## src/rtl/tx_arb_pkg.sv

```systemverilog
// tx_arb_pkg: shared definitions for the TX channel arbiter.
//   - 2-bit state encoding (IDLE, ACTIVE, HOLD, RELEASE)
//   - default channel count and sample width
//   - oh_index(): one-hot to binary index helper (up to 8 channels)
package tx_arb_pkg;

  localparam int DEF_NUM_CHAN = 2;
  localparam int SAMPLE_W     = 16;

  localparam logic [1:0] ST_IDLE    = 2'd0;
  localparam logic [1:0] ST_ACTIVE  = 2'd1;
  localparam logic [1:0] ST_HOLD    = 2'd2;
  localparam logic [1:0] ST_RELEASE = 2'd3;

  typedef enum logic [1:0] {
    IDLE    = ST_IDLE,
    ACTIVE  = ST_ACTIVE,
    HOLD    = ST_HOLD,
    RELEASE = ST_RELEASE
  } arb_state_t;

  // Binary index of the set bit in a one-hot vector (0 when empty).
  function automatic logic [2:0] oh_index(input logic [7:0] oh);
    logic [2:0] idx;
    idx = 3'd0;
    for (int i = 0; i < 8; i++) begin
      if (oh[i]) idx = 3'(i);
    end
    return idx;
  endfunction

endpackage

```

## src/rtl/tx_rr_pick.sv

```systemverilog
// tx_rr_pick: combinational round-robin picker.
// Searches req upward from ptr (ptr itself first), wrapping at NUM_CHAN,
// and returns the first requester as a one-hot grant.
//   req   in  NUM_CHAN  request vector
//   ptr   in  PW        search start index (0..NUM_CHAN-1)
//   grant out NUM_CHAN  one-hot winner (0 when no request)
//   valid out 1         any request present
module tx_rr_pick import tx_arb_pkg::*; #(
  parameter int NUM_CHAN = DEF_NUM_CHAN,
  parameter int PW       = (NUM_CHAN > 1) ? $clog2(NUM_CHAN) : 1
) (
  input  logic [NUM_CHAN-1:0] req,
  input  logic [PW-1:0]       ptr,
  output logic [NUM_CHAN-1:0] grant,
  output logic                valid
);

  // One extra bit so ptr+i never overflows before the wrap subtraction.
  logic [PW:0] pos;

  always_comb begin
    grant = '0;
    valid = 1'b0;
    pos   = '0;
    for (int i = 0; i < NUM_CHAN; i++) begin
      pos = {1'b0, ptr} + (PW+1)'(i);
      if (pos >= (PW+1)'(NUM_CHAN)) pos = pos - (PW+1)'(NUM_CHAN);
      if (!valid && req[pos[PW-1:0]]) begin
        grant[pos[PW-1:0]] = 1'b1;
        valid              = 1'b1;
      end
    end
  end

endmodule

```

## src/rtl/tx_chan_arbiter.sv

```systemverilog
// tx_chan_arbiter: shares one TX chain among NUM_CHAN channel FIFO readers.
// A channel owns the chain for a whole burst; ownership rotates round-robin
// between bursts. An open burst waiting for its next packet is held for at
// most HOLD_TIMEOUT cycles before being forcibly released.
//
// Build option: define TX_ARB_PRIORITY_EN to make channel 0 win every
// arbitration it requests in (an open burst is still never pre-empted).
//
// Ports:
//   tx_clock          in   clock
//   reset             in   synchronous, active-high
//   tx_strobe         in   TX chain sample request
//   chan_pkt_waiting  in   [NUM_CHAN] per-channel packet ready
//   chan_burst        in   [NUM_CHAN] per-reader burst-open flag
//   chan_skip         in   [NUM_CHAN] per-reader end-of-packet pulse
//   chan_tx_empty     in   [NUM_CHAN] per-reader empty flag
//   chan_tx_i/q       in   [16*NUM_CHAN] packed samples, ch k at [16k+15:16k]
//   rd_pkt_waiting    out  [NUM_CHAN] pkt_waiting gated by grant
//   rd_strobe         out  [NUM_CHAN] tx_strobe gated by grant
//   tx_i/tx_q         out  [16] registered samples of the granted channel
//   tx_empty          out  registered empty of the granted channel (1 if none)
//   grant             out  [NUM_CHAN] one-hot owner
//   timeout_pulse     out  one-cycle pulse on forced release
module tx_chan_arbiter import tx_arb_pkg::*; #(
  parameter int NUM_CHAN     = DEF_NUM_CHAN,
  parameter int HOLD_TIMEOUT = 1024,
  parameter int CW           = 11
) (
  input  logic                         tx_clock,
  input  logic                         reset,
  input  logic                         tx_strobe,
  input  logic [NUM_CHAN-1:0]          chan_pkt_waiting,
  input  logic [NUM_CHAN-1:0]          chan_burst,
  input  logic [NUM_CHAN-1:0]          chan_skip,
  input  logic [NUM_CHAN-1:0]          chan_tx_empty,
  input  logic [SAMPLE_W*NUM_CHAN-1:0] chan_tx_i,
  input  logic [SAMPLE_W*NUM_CHAN-1:0] chan_tx_q,
  output logic [NUM_CHAN-1:0]          rd_pkt_waiting,
  output logic [NUM_CHAN-1:0]          rd_strobe,
  output logic [SAMPLE_W-1:0]          tx_i,
  output logic [SAMPLE_W-1:0]          tx_q,
  output logic                         tx_empty,
  output logic [NUM_CHAN-1:0]          grant,
  output logic                         timeout_pulse
);

  localparam int PW = (NUM_CHAN > 1) ? $clog2(NUM_CHAN) : 1;

  arb_state_t          state;
  logic [PW-1:0]       rr_ptr;
  logic [CW-1:0]       hold_cnt;

  logic [NUM_CHAN-1:0] rr_grant;
  logic                rr_valid;
  logic [NUM_CHAN-1:0] pick_grant;
  logic                pick_valid;
  logic [PW-1:0]       g_idx;
  logic                own_skip, own_burst, own_req;
  logic [SAMPLE_W-1:0] mux_i, mux_q;
  logic                mux_empty;

  tx_rr_pick #(.NUM_CHAN(NUM_CHAN), .PW(PW)) u_rr (
    .req   (chan_pkt_waiting),
    .ptr   (rr_ptr),
    .grant (rr_grant),
    .valid (rr_valid)
  );

`ifdef TX_ARB_PRIORITY_EN
  // A second picker that only sees channel 0 overrides the rotation.
  logic [NUM_CHAN-1:0] prio_grant;
  logic                prio_valid;

  tx_rr_pick #(.NUM_CHAN(NUM_CHAN), .PW(PW)) u_prio (
    .req   ({{(NUM_CHAN-1){1'b0}}, chan_pkt_waiting[0]}),
    .ptr   ('0),
    .grant (prio_grant),
    .valid (prio_valid)
  );

  assign pick_grant = prio_valid ? prio_grant : rr_grant;
  assign pick_valid = rr_valid;
`else
  assign pick_grant = rr_grant;
  assign pick_valid = rr_valid;
`endif

  assign rd_pkt_waiting = chan_pkt_waiting & grant;
  assign rd_strobe      = {NUM_CHAN{tx_strobe}} & grant;

  // Only the owner's flags matter; other channels' skips are ignored.
  assign own_skip  = |(chan_skip & grant);
  assign own_burst = |(chan_burst & grant);
  assign own_req   = |(chan_pkt_waiting & grant);
  assign g_idx     = PW'(oh_index(8'(grant)));

  always_comb begin
    mux_i     = '0;
    mux_q     = '0;
    mux_empty = 1'b1;
    for (int k = 0; k < NUM_CHAN; k++) begin
      if (grant[k]) begin
        mux_i     = chan_tx_i[SAMPLE_W*k +: SAMPLE_W];
        mux_q     = chan_tx_q[SAMPLE_W*k +: SAMPLE_W];
        mux_empty = chan_tx_empty[k];
      end
    end
  end

  always_ff @(posedge tx_clock) begin
    if (reset) begin
      state         <= IDLE;
      grant         <= '0;
      rr_ptr        <= '0;
      hold_cnt      <= '0;
      tx_i          <= '0;
      tx_q          <= '0;
      tx_empty      <= 1'b1;
      timeout_pulse <= 1'b0;
    end else begin
      timeout_pulse <= 1'b0;
      tx_i          <= mux_i;
      tx_q          <= mux_q;
      tx_empty      <= mux_empty;
      case (state)
        IDLE: begin
          if (pick_valid) begin
            grant <= pick_grant;
            state <= ACTIVE;
          end
        end
        ACTIVE: begin
          if (own_skip) begin
            if (own_burst) begin
              hold_cnt <= '0;
              state    <= HOLD;
            end else begin
              state <= RELEASE;
            end
          end
        end
        HOLD: begin
          // A request arriving on the timeout cycle keeps the burst alive.
          if (own_req) begin
            hold_cnt <= '0;
            state    <= ACTIVE;
          end else if (hold_cnt == CW'(HOLD_TIMEOUT-1)) begin
            timeout_pulse <= 1'b1;
            state         <= RELEASE;
          end else begin
            hold_cnt <= hold_cnt + CW'(1);
          end
        end
        RELEASE: begin
          grant  <= '0;
          rr_ptr <= (g_idx == PW'(NUM_CHAN-1)) ? '0 : g_idx + PW'(1);
          state  <= IDLE;
        end
        default: state <= IDLE;
      endcase
    end
  end

endmodule

```

## config.mk

```make
export PLATFORM = sky130hd
export DESIGN_NAME = tx_chan_arbiter
export DESIGN_NICKNAME = d
export VERILOG_FILES = /design/src/rtl/tx_arb_pkg.sv /design/src/rtl/tx_rr_pick.sv /design/src/rtl/tx_chan_arbiter.sv
export SDC_FILE = /design/constraint.sdc
export NUM_CORES = 1
export LEC_CHECK = 0
export ABC_AREA = 1
export BUFFER_PORTS_ARGS = -buffer_cell sky130_fd_sc_hd__buf_2
export CORE_ASPECT_RATIO = 0.6
export CORE_MARGIN = 2
export CORE_UTILIZATION = 48
export DETAILED_ROUTE_END_ITERATION = 12
export HOLD_SLACK_MARGIN = 0.06
export PLACE_DENSITY = 0.9
export SETUP_SLACK_MARGIN = 0.3
export SLEW_MARGIN = 20
export SYNTH_ARGS = -nofsm -noshare
export SYNTH_HDL_FRONTEND = slang
export SYNTH_SLANG_ARGS = --single-unit
export TNS_END_PERCENT = 50
```

## constraint.sdc

```tcl
create_clock -name tx_clock -period 2.2 [get_ports tx_clock]
set_clock_uncertainty 0.2 [all_clocks]
set_input_delay 0.22 -clock tx_clock [delete_from_list [all_inputs] [get_ports tx_clock]]
set_output_delay 0.22 -clock tx_clock [all_outputs]
set_load 0.03 [all_outputs]
```

Yosys cells after proc, flatten, opt, wreduce, memory -nomap -nowiden
Index checks and enable logic that the tools add are counted.
Operators by class
  equal/unequal tests: 9
  bitwise logic cells: 6
  muxes and demuxes: 36
  $add $sub $neg: 5
  reductions and logical operators: 14
  magnitude comparators: 6
Operators by type and width (number)
  two-way mux 16 bit: 4
  two-way mux 11 bit: 4
  one-hot mux 11 bit (2 select lines): 1
  two-way mux 1 bit: 16
  two-way mux 2 bit: 7
  adder 11 x 1 -> 11 bit, second input constant: 1
  == test 11 x 10 -> 1 bit, second input constant: 1
  AND 2 bit: 4
  one-hot mux 2 bit (4 select lines): 1
  != test 2 bit, second input constant: 3
  != test 3 bit, second input constant: 2
  OR reduction 2 bit: 3
  == test 2 bit, second input constant: 2
  less-than comparator 1 x 2 -> 1 bit, second input constant: 2
  one-hot mux 2 bit (2 select lines): 1
  AND reduction 4 bit: 1
  nonzero test 2 bit: 2
  OR reduction 4 bit: 1
  logical AND 1 bit: 3
  AND reduction 3 bit: 1
  adder 1 x 1 -> 2 bit, second input constant: 1
  demux 1 bit (select 1 bit): 2
  == test 2 x 1 -> 1 bit, second input constant: 1
  >= comparator 1 bit, second input constant: 2
  9 further kinds: 10
Word-level totals
  output and inout port bits: 40
  logic and storage cells: 84
  register bits: 50
  bits of input ports: 75

Depth between registers and ports, before layout
  word-level depth: 11
  mapped depth: 10

Hierarchy
Synthesis repeated with hierarchy kept, for this count alone.
Second synthesis, totals
  cells, all modules: 306
  area total of the unflattened synthesis: 2162.1 µm²
Modules (own cells, without submodules)
  tx_chan_arbiter: area an instance 2137.0 µm², instances 1, cells each 300
  tx_rr_pick: area an instance 25.0 µm², instances 1, cells each 6

Least setup slack after synthesis
Ideal clock, no wire load.
  kind: reg2reg
  start point: register grant[0]
  end point: register hold_cnt[5]
  period minus slack after synthesis: 1.583 ns
  cell stages (with the launch flop): 10
  arrival: 1.274 ns
  setup slack: 0.617 ns
  buffers on the path: 0
  setup time: 0.109 ns
  cell sequence: dfxtp_1 -> nand2_1 -> nand3_2 -> nand2_1 -> nor2_4 -> nand2_4 -> nand2_4 -> nand2_1 -> nand2_1 -> inv_1
On the way
  longest elaborated chain between the ends: 4
  elaborated cells between the ends (all ways): 12
  classes of those cells: eq/ne: 3; mux: 2; bitwise: 3; reduce/logical: 4
RTL lines
  start: declaration: line tx_chan_arbiter.sv:43  | output logic [NUM_CHAN-1:0] grant,
  start signal: assignment: line tx_chan_arbiter.sv:128  | grant <= pick_grant;
  AND 2 bit (on tied branches): line tx_chan_arbiter.sv:94, tx_chan_arbiter.sv:92, tx_chan_arbiter.sv:93
  OR reduction 2 bit (on tied branches): line tx_chan_arbiter.sv:94, tx_chan_arbiter.sv:92, tx_chan_arbiter.sv:93
  != test 3 bit (no line), or another cell as far along
  AND reduction 4 bit (no line) / one-hot mux 11 bit (2 select lines) (equally long branches)
  end signal: assignment: line tx_chan_arbiter.sv:151  | hold_cnt <= hold_cnt + CW'(1);
  end: declaration: line tx_chan_arbiter.sv:51  | logic [CW-1:0] hold_cnt;
Parallel ways exist; a longest one is shown, timed or not.
A chain may end at the register's enable or synchronous reset.

Final worst setup path
  start point: register hold_cnt[0]
  end point: register hold_cnt[7]
On the way
  longest elaborated chain between the ends: 4
  elaborated cells between the ends (all ways): 7
  classes of those cells: add/sub: 1; eq/ne: 2; mux: 3; reduce/logical: 1
RTL lines
  adder 11 x 1 -> 11 bit: line tx_chan_arbiter.sv:151
  two-way mux 11 bit: line tx_chan_arbiter.sv:147  | end else if (hold_cnt == CW'(HOLD_TIMEOUT-1)) begin
  two-way mux 11 bit: line tx_chan_arbiter.sv:144  | if (own_req) begin
  one-hot mux 11 bit (2 select lines): line tx_chan_arbiter.sv:125  | case (state)
Parallel ways exist; a longest one is shown, timed or not. The select of a mux whose other input is x is not followed.

==> impl_metrics.env <==
export IMPL_crit_arrival_ns=1.79
export IMPL_synthSimpleGateAreaFrac_pct=32.1
export IMPL_p_int_mw=1.73
export IMPL_synthCells=304
export IMPL_htree_levels=2
export IMPL_syn2layout_area_growth_pct=65.2
export IMPL_worstSetupPathType="flip-flop to flip-flop"
export IMPL_synth_area_top_cells="dfxtp_1 (46%), nand2_1 (20%), a21oi_1 (10%)"
export IMPL_synth_compound_area_share_pct=13.4
export IMPL_grt_pass1_wl_um=13000
export IMPL_p_switching_mw=1.07
export IMPL_synth_nets=380
export IMPL_setup_violations_final=0
export IMPL_hold_viol=0
export IMPL_power_frac_seq_pct=39.1
export IMPL_hold_path_class="primary input to flip-flop"
export IMPL_first_pass_iters=5
export IMPL_wl_um=8210
export IMPL_drc=0
export IMPL_clock_fmax_ghz=0.558
export IMPL_regArea_um2=1010
export IMPL_yosysWarnings=0
export IMPL_ff2ff_setup_slack_ns=0.41
export IMPL_nets=559
export IMPL_clock_root_buffer="clkbuf_8"
export IMPL_synth_distinct_cells=26
export IMPL_synth_avg_cell_area_um2=7.10
export IMPL_die_h_um=55.9
export IMPL_cts_tree="yes"
export IMPL_clk_path_buf_depth=2
export IMPL_worstSkewPairLatency_ns=0.31
export IMPL_r2r_start="hold_cnt[0]"
export IMPL_startpoint_type="flip-flop"
export IMPL_die_area_um2=5060
export IMPL_utilization_pct=84.6
export IMPL_fin_cells=544
export IMPL_leakagePower_nw=1.72
export IMPL_via_per_inst=5.06
export IMPL_antenna_left=0
export IMPL_worstPathRequired_ns=2.20
export IMPL_r2r_end="hold_cnt[7]"
export IMPL_crit_fanout=5
export IMPL_port_buffers=114
export IMPL_synthAdderAreaFrac_pct=0.580
export IMPL_power_density_nw_per_um2=785
export IMPL_worst_slew_pin_slew_ns=0.364
export IMPL_fin_crit_sh_pct=81.4
export IMPL_dp_cells=468
export IMPL_peakVddDrop_mv=0.513
export IMPL_grt_antenna_before_repair=0
export IMPL_synth_top_family_by_area="simple AND/OR/NAND/NOR gates"
export IMPL_final_layout_size_suffix_gt1_share_pct=29.8
export IMPL_tns_ns=0
export IMPL_synth_top_area_share_pct=46.4
export IMPL_seq_area_frac_synth_pct=46.4
export IMPL_status="completed"
export IMPL_cts_made_buffers=5
export IMPL_maxCapViolCount=0
export IMPL_cts_sinks=50
export IMPL_grt_max_degree=29
export IMPL_place_hpwl_um=4470
export IMPL_hold_path_depth=4
export IMPL_synth_xor_area_share_pct=0
export IMPL_grt_usage_pct=32.6
export IMPL_pwr_share_clk_pct=23.3
export IMPL_grt_pass1_vias=2746
export IMPL_swShare_pct=38.3
export IMPL_multi_input_area_um2=993
export IMPL_worst_r2r_cell_count=8
export IMPL_fillers=259
export IMPL_rows=18
export IMPL_grt_overflow_total=0
export IMPL_die_x_um=90.5
export IMPL_wire_per_inst_um=15.1
export IMPL_num_antenna_cells=0
export IMPL_start_util_pct=51.2
export IMPL_synth_area_um2=2160
export IMPL_core_um2=4210
export IMPL_slew_headroom_pct=75.7
export IMPL_place_congestion=0.997
export IMPL_place_area_um2=2760
export IMPL_yosysTopAreaCell="dfxtp_1"
export IMPL_hold_slack_ns=0.0788
export IMPL_pwr_share_comb_pct=37.6
export IMPL_ys_seq_elements=50
export IMPL_ioPinCount=115
export IMPL_slew_violations=0
export IMPL_vias=2754
export IMPL_min_from="chan_skip[1]"
export IMPL_design_area_um2=3560
export IMPL_holdPathEnd="state[0]"
export IMPL_drt_iter0_markers=242
export IMPL_clk_pin_slew_ns=0.10
export IMPL_cp_end_kind="flip-flop"
export IMPL_fin_crit_ns=1.79
export IMPL_muxShareOfSynthArea_pct=0
export IMPL_rsz0062_at_grt="true"
-- stage by stage --
stage / power [mW] / setup slack (ns)
floorplan: 1.75 / 0.617
global placement: 1.99 / 0.553
detailed placement: 2.02 / 0.463
CTS: 2.75 / 0.331
global route: 2.94 / 0.289
finish: 2.80 / 0.409
-- worst max-delay path, cell delays in order, from the launching register on --
cell     delay [ns]
dfxtp_1        0.41
ha_1           0.22
nand2_1        0.10
nor2_2         0.20
nand3_1        0.13
nand2_2        0.14
inv_1          0.09
o21ai_0        0.10
a21oi_1        0.09
-- sequential cells by signal, indices dropped and copies added, names as in the netlist --
| name | flops |
|---|---|
| tx_i | 16 |
| tx_q | 16 |
| hold_cnt | 11 |
| grant | 2 |
| state | 2 |
| rr_ptr | 1 |
| timeout_pulse | 1 |
| tx_empty | 1 |
-- layout make-up --
class | instances | area share (%)
Clock buffer | 6 | 2.04
Clock inverter | 2 | 1.05
Inverter | 27 | 2.84
Multi-Input combinational cell | 214 | 27.9
Sequential cell | 50 | 28.2
Tap cell | 60 | 2.11
Timing Repair Buffer | 185 | 35.8
-- power by group through the flow --
| stage | sequential [mW] | combinational (mW) | clock (mW) |
|---|---|---|---|
| finish | 1.10 | 1.05 | 0.651 |
| global route | 1.11 | 1.14 | 0.693 |
| CTS | 1.09 | 1.01 | 0.651 |
| detailed placement | 1.11 | 0.910 | 0 |
| global placement | 1.10 | 0.886 | 0 |
| floorplan | 1.24 | 0.506 | 0 |
-- cell usage after synthesis --
cell	count
buf_2	4
clkbuf_1	7
a21oi_1	43
inv_1	24
nand3_2	1
nand2_4	2
o21bai_1	1
a21oi_2	1
o21ai_2	1
nand3_1	12
nand3_4	1
nor2_4	2
nand2_2	2
ha_1	1
buf_4	2
inv_2	3
o21ai_0	7
nor3_1	3
o22ai_1	1
nor2_2	3
nand4_1	6
dfxtp_1	50
o211ai_1	1
nand2_1	115
nor2_1	10
or2_2	1
-- worst max-delay path by stage --
stage | start | to | slack [ns] | cells after the start
finish | hold_cnt[0] | hold_cnt[7] | 0.41 | 8
global route | hold_cnt[0] | hold_cnt[7] | 0.29 | 8
CTS | grant[1] | rd_strobe[1] | 0.33 | 4
detailed placement | grant[1] | hold_cnt[5] | 0.46 | 9
global placement | hold_cnt[0] | hold_cnt[0] | 0.55 | 8
floorplan | grant[0] | hold_cnt[5] | 0.62 | 9
-- layout by cell type (no fill, tap or decap), types with 3 or more instances in the layout --
cell	n
a21oi_1	43
buf_2	114
clkbuf_8	5
dfxtp_1	48
dlygate4sd3_1	68
inv_1	23
inv_2	4
nand2_1	115
nand3_1	12
nand4_1	6
nor2_1	10
nor2_2	3
nor3_1	3
o21ai_0	7
-- layer usage --
metal	up-vias	part of all wire [%]	global-route usage [%]
met5	-	0	0
met2	181	46	54.8
met3	29	10	9.08
met4	0	3.4	14.1
met1	1223	40	39.4
li1	1321	-	-
-- cell families after synthesis --
family	after synthesis
AOI/OAI and AO/OA	55
and+or+nand+nor	158
DFF	50
adders and majority gates	1
buffers and inverters	40
-- what timing repair did --
action,CTS,global route
setup endpoints to repair,1,7
pin swaps,0,0
buffers inserted,0,0
resized for setup,1,4
hold buffers,68,0
endpoints found under the hold margin,35,0
Note: power is estimated with default switching activity, not from simulation.
